**config.mk**
```make
export PLATFORM = sky130hd
export DESIGN_NAME = multiport_register_bank
export DESIGN_NICKNAME = d
export VERILOG_FILES = /design/src/rtl/multiport_register_bank.sv
export SDC_FILE = /design/constraint.sdc
export NUM_CORES = 1
export LEC_CHECK = 0
export ABC_AREA = 1
export CAP_MARGIN = 30
export CORE_ASPECT_RATIO = 1.1
export CORE_MARGIN = 5
export CORE_UTILIZATION = 55
export DETAILED_ROUTE_END_ITERATION = 10
export HOLD_SLACK_MARGIN = 0.15
export PLACE_DENSITY = 0.78
export SYNTH_ARGS = -nofsm -noshare
export SYNTH_HDL_FRONTEND = slang
export SYNTH_SLANG_ARGS = --single-unit
```
**constraint.sdc**
```tcl
create_clock -name clock -period 2.54 [get_ports clock]
set_clock_uncertainty 0.1 [all_clocks]
set_input_delay 0.254 -clock clock [delete_from_list [all_inputs] [get_ports clock]]
set_output_delay 0.254 -clock clock [all_outputs]
set_load 0.02 [all_outputs]
```
**src/rtl/multiport_register_bank.sv**
```systemverilog
// Multi-port register bank: 2 write ports (port 1 wins), NUM_RD read ports, busy scoreboard, reg 0 = 0.
// Latency: 1 cycle for reads, with write-first bypass of same-edge writes and busy updates.
// Backpressure: none; every port is accepted on every cycle, and outputs are registered only.
module multiport_register_bank #(
  parameter int DATA_W = 8,
  parameter int ADDR_W = 3,
  parameter int NUM_RD = 2
) (
  input  logic                       clock,
  input  logic                       reset,
  input  logic [NUM_RD*ADDR_W-1:0]   rd_addr,
  output logic [NUM_RD*DATA_W-1:0]   rd_data,
  output logic [NUM_RD-1:0]          rd_busy,
  input  logic [1:0]                 wr_en,
  input  logic [ADDR_W-1:0]          wr_addr0,
  input  logic [DATA_W-1:0]          wr_data0,
  input  logic [ADDR_W-1:0]          wr_addr1,
  input  logic [DATA_W-1:0]          wr_data1,
  input  logic                       busy_set,
  input  logic [ADDR_W-1:0]          busy_addr
);

  localparam int DEPTH = 1 << ADDR_W;

  logic [DEPTH-1:0][DATA_W-1:0] rf_q;
  logic [DEPTH-1:0][DATA_W-1:0] rf_nxt;
  logic [DEPTH-1:0]             busy_q;
  logic [DEPTH-1:0]             busy_nxt;

  // Post-edge view of the bank. It is used both as the next state and as the read bypass
  // source, so a read always sees same-edge writes. Port 1 is applied after port 0, so it
  // wins an address collision. A busy_set is applied after the write clears, so it wins
  // against a write to the same register. Register 0 is never written and stays zero.
  always_comb begin
    rf_nxt   = rf_q;
    busy_nxt = busy_q;
    if (wr_en[0] && (wr_addr0 != '0)) begin
      rf_nxt[wr_addr0]   = wr_data0;
      busy_nxt[wr_addr0] = 1'b0;
    end
    if (wr_en[1] && (wr_addr1 != '0)) begin
      rf_nxt[wr_addr1]   = wr_data1;
      busy_nxt[wr_addr1] = 1'b0;
    end
    if (busy_set && (busy_addr != '0)) begin
      busy_nxt[busy_addr] = 1'b1;
    end
    rf_nxt[0]   = '0;
    busy_nxt[0] = 1'b0;
  end

  // State registers and registered read ports, all loaded from the post-edge view.
  always_ff @(posedge clock or negedge reset) begin
    if (!reset) begin
      rf_q    <= '0;
      busy_q  <= '0;
      rd_data <= '0;
      rd_busy <= '0;
    end else begin
      rf_q   <= rf_nxt;
      busy_q <= busy_nxt;
      for (int i = 0; i < NUM_RD; i++) begin
        rd_data[i*DATA_W +: DATA_W] <= rf_nxt[rd_addr[i*ADDR_W +: ADDR_W]];
        rd_busy[i]                  <= busy_nxt[rd_addr[i*ADDR_W +: ADDR_W]];
      end
    end
  end

endmodule

```
**Word-level counts from Yosys, hierarchy flattened**

Cells that the tools add are included.

- Logic and storage cells: 57
- Register bits: 81
- Input bits: 36

- Bitwise logic cells: 5
- Reductions and logical operators: 9
- Multiplexer cells: 25
- $lt $le $gt $ge: 8

Operators by type and width:

| operator | count |
|---|---|
| $bwmux 64 | 2 |
| $mux 64 | 2 |
| $mux 8 | 7 |
| $bmux 8 s3 | 2 |
| $demux 8 s3 | 2 |
| $lt 3x4->1 const B | 5 |
| $and 8x8->8 | 2 |
| $not 8->8 | 2 |
| $demux 1 s3 | 3 |
| $ge 3x1->1 const B | 3 |
| $reduce_bool 3->1 | 3 |
| $or 8x8->8 | 1 |
| $bmux 1 s3 | 2 |
| $logic_and 1x1->1 | 6 |
| $mux 1 | 5 |

**Longest topological paths before layout**

- Word-level depth: 13
- Depth in mapped cells: 11
- Mapped depth without buffers: 11

**Worst setup path before layout**

Ideal clock, no wire load.

- Path type: input -> register
- From: input wr_en[1]
- To: register rd_data[1]
- Library setup time: 0.113 ns
- Path slack: 1.100 ns
- Stages on the path: 11
- Path buffers: 0
- Data arrival time: 1.227 ns
- Required time: 2.327 ns
- Cells stage by stage: inv_1 nor2_1 nand2_2 inv_1 nand2_1 nand2_1 nor2_1 nor2_1 nand2_1 nand2_1 inv_1

- Longest elaborated chain between the ends: 4

RTL lines:

| element | line | RTL |
|---|---|---|
| start, declared | 14 | `input logic [1:0] wr_en,` |
| $logic_and 1x1->1 | 41 | `if (wr_en[1] && (wr_addr1 != '0)) begin` |
| $mux 64 | 41 |  |
| $bmux 8 s3 | 63 | `rd_data[i*DATA_W +: DATA_W] <= rf_nxt[rd_addr[i*ADDR_W +: ADDR_W]];` |
| $mux 8 (implied by the code) | 63 |  |
| end signal, assigned by index | 63 |  |
| end, declared | 12 | `output logic [NUM_RD*DATA_W-1:0] rd_data,` |

No other way between the ends. The select of a mux whose other input is x is not followed.

**Worst setup path after layout**

- From: input wr_addr1[2]
- To: register rd_data[1]

- Longest elaborated chain between the ends: 8

RTL lines:

| element | line | RTL |
|---|---|---|
| start, declared | 17 | `input logic [ADDR_W-1:0] wr_addr1,` |
| $lt 3x4->1 (implied by the code) or $ge 3x1->1 (tied branches) | 42 | `rf_nxt[wr_addr1] = wr_data1;` |
| $logic_and 1x1->1 (implied by the code) | 42 |  |
| $mux 8 (implied by the code) | 42 |  |
| $demux 8 s3 | 42 |  |
| $bwmux 64 | 42 |  |
| $mux 64 * | 41 |  |
| $bmux 8 s3 * | 63 |  |
| $mux 8 (implied by the code) * | 63 |  |

Mark *: on every way between the ends. The rest lies on a longest branch, timed or not. The select of a mux whose other input is x is not followed.

==> metrics.cfg <==
[outcome]
outcome = finished, final reports clean

[cells_and_area]
syn_to_final_growth_pct = 19.8
antennaDiodeCount = 0
nets = 932
layout_commonest_cell = nand2_1
final_cell_mix = 253 x nand2_1, 243 x nand3_1, 107 x inv_1
drive_above_1_share_pct = 8.32

[power]
sequentialPowerShare_pct = 42.0
ir_worst_vdd_uv = 344
total_power_w = 0.00387
swShare_pct = 35.4
comb_power_share_pct = 32.6
internal-power_w = 0.00250
switching_power_w = 0.00137
clockPowerShare_pct = 25.5
cellPowerDensity_nw_per_um2 = 614
p_leak_nw = 3.42

[sta]
slew_viol_final = 0
hold_violations = 0
timing.final.crit_period_ns = 1.88
fin_crit_sh_pct = 73.9
max_slew_margin_pct = 64.5
setup_viol = 0
max_freq_mhz = 533
whs_ns = 0.302
tightest_slew_ns = 0.533
rsz0062_at_grt = false
tns_ns = 0

[drt]
wl_per_cell_um = 17.2
drt_pass1_iterations = 5
drc = 0
drt_wl_total_um = 17500
antenna_left = 0
vias = 5780
via_per_inst = 5.68
drt-initial-drc-count = 508

[setup_path]
path_class = in -> reg
cp_top_family = simple AND/OR/NAND/NOR gates
end_kind = flop
cp_slowest_cell = clkdlybuf4s50_1
worstPathRequired_ns = 2.71
crit_top_cell = nand2_1
path_cells = clkdlybuf4s50_1 -> inv_1 -> nor2_1 -> nand2_2 -> inv_1 -> nand2_1 -> nand3_1 -> nand2_1 -> nor2_1 -> nand2_1 -> nand2_1 -> inv_1
setup.worst_path.start_class = primary input
cp.arrival_ns = 2.05
cp.buffers_inverters = 4
cp_max_fo = 8
max_stage_delay_ns = 0.51

[clock_tree]
clk_path_buf_depth = 2
clk_pin_slew_ns = 0.09
tritoncts = yes
post_cts_buffers = 0
cts_resized = 0
cts-root-buf = clkbuf_8
postCtsHoldBufs = 1
numCtsBuffers = 9
cts_sinks = 81
cts_max_level = 3
insertion_delay_ns = 0.37

[floorplanning]
fp.dieH_um = 113
core_area_um2 = 9350
dieArea_um2 = 11600
num_io_pins = 54
start_util_pct = 56.2
num_rows = 37
die_x_um = 103

[yosys]
netlist-cell-type-count = 20
synth.ff_latch_count = 81
ys_seq_area_share_pct = 38.5
synth_area_um2 = 5260
netlist.area_leader.share_pct = 38.5
syn_inst = 816
synth_nets = 852
synth.area.top_cells = dfrtp_1 39%, nand3_1 23%, nand2_1 18%
yosys_warnings = 0
yosysTopAreaCell = dfrtp_1
avgSynthCellArea_um2 = 6.44

[place]
hpwl_um = 13300
io_buffers = 53
routabilityCongestion = 0.960

[hold_path]
hp-class = in -> async

[job]
maxCapViolCount = 0

[global_routing]
grtUsageTotal_pct = 31.9
grt_max_degree = 46
grt_first_pass_wirelength_um = 28400
grt-ovfl-total = 0
grt_pass1_vias = 5633
antenna_found_initial = 0

sequential cells by signal, summed over array words and instances (netlist names):
name / flops
busy_q: 7
rd_data: 16
rf_q: 56
rd_busy: 2
cells by family after synthesis:
group,Yosys count,share of synthesized area (%)
AND/OR/NAND/NOR,595,50.4
AO/OA/AOI/OAI,6,0.571
buffers and inverters,134,10.5
flip-flops,81,38.5
per-stage QoR:
stage	utilization (%)	cell area (µm²)	setup WS, ns	std cells
6_report	67.4	6300	0.662	1018
3_3_place_gp	65.2	6090	0.350	1001
2_1_floorplan	-	5260	1.10	816
4_1_cts	67.4	6300	0.714	1018
3_5_place_dp	65.2	6090	0.333	1001
5_1_grt	67.4	6300	0.477	1018
power by group through the flow:
| stage | logic, W | registers, W | clock network (W) |
|---|---|---|---|
| 4_1_cts | 0.00124 | 0.00162 | 0.000998 |
| 6_report | 0.00126 | 0.00162 | 0.000986 |
| 2_1_floorplan | 0.000735 | 0.00169 | 0 |
| 3_5_place_dp | 0.00124 | 0.00165 | 0 |
| 3_3_place_gp | 0.00121 | 0.00164 | 0 |
| 5_1_grt | 0.00141 | 0.00165 | 0.00105 |
cell type report:
cell class | instances | area, µm²
inverters | 115 | 432
flip-flops and latches | 81 | 2030
well taps | 117 | 146
clock buffers | 11 | 141
fillers | 846 | 3050
clock inverters | 5 | 55.1
repair buffers | 88 | 818
multi-input cells | 601 | 2680
path summary, 6_finish.rpt:
kind / start / to / cells after the start / slack (ns)
max: wr_addr1[2] / rd_data[1] / 12 / 0.66
min: reset / rf_q[19] / 2 / 0.30
max reg2reg: rf_q[33] / rd_data[1] / 8 / 1.31
min reg2reg: busy_q[7] / busy_q[7] / 2 / 0.43
max in group asynchronous: reset / rf_q[17] / 3 / 1.38
min in group clock: busy_q[7] / busy_q[7] / 2 / 0.43
cell usage after synthesis, drive strengths merged:
| library cell | number |
|---|---|
| nand3 | 244 |
| clkinv | 3 |
| buf | 12 |
| o21ai | 6 |
| inv | 112 |
| nand4 | 3 |
| clkbuf | 7 |
| nor2 | 66 |
| nand2 | 265 |
| and2 | 17 |
| dfrtp | 81 |
metal layers:
| metal | track usage [%] | routed length [µm] | vias to the layer above | part of all wire (%) |
|---|---|---|---|---|
| li1 | - | - | 2749 | - |
| met1 | 44.0 | 7110 | 2631 | 41 |
| met2 | 49.8 | 8010 | 353 | 46 |
| met3 | 5.10 | 1830 | 47 | 10 |
| met4 | 12.7 | 529 | 0 | 3.0 |
| met5 | 0 | 0 | - | 0 |
(Power assumes the default switching activity.)
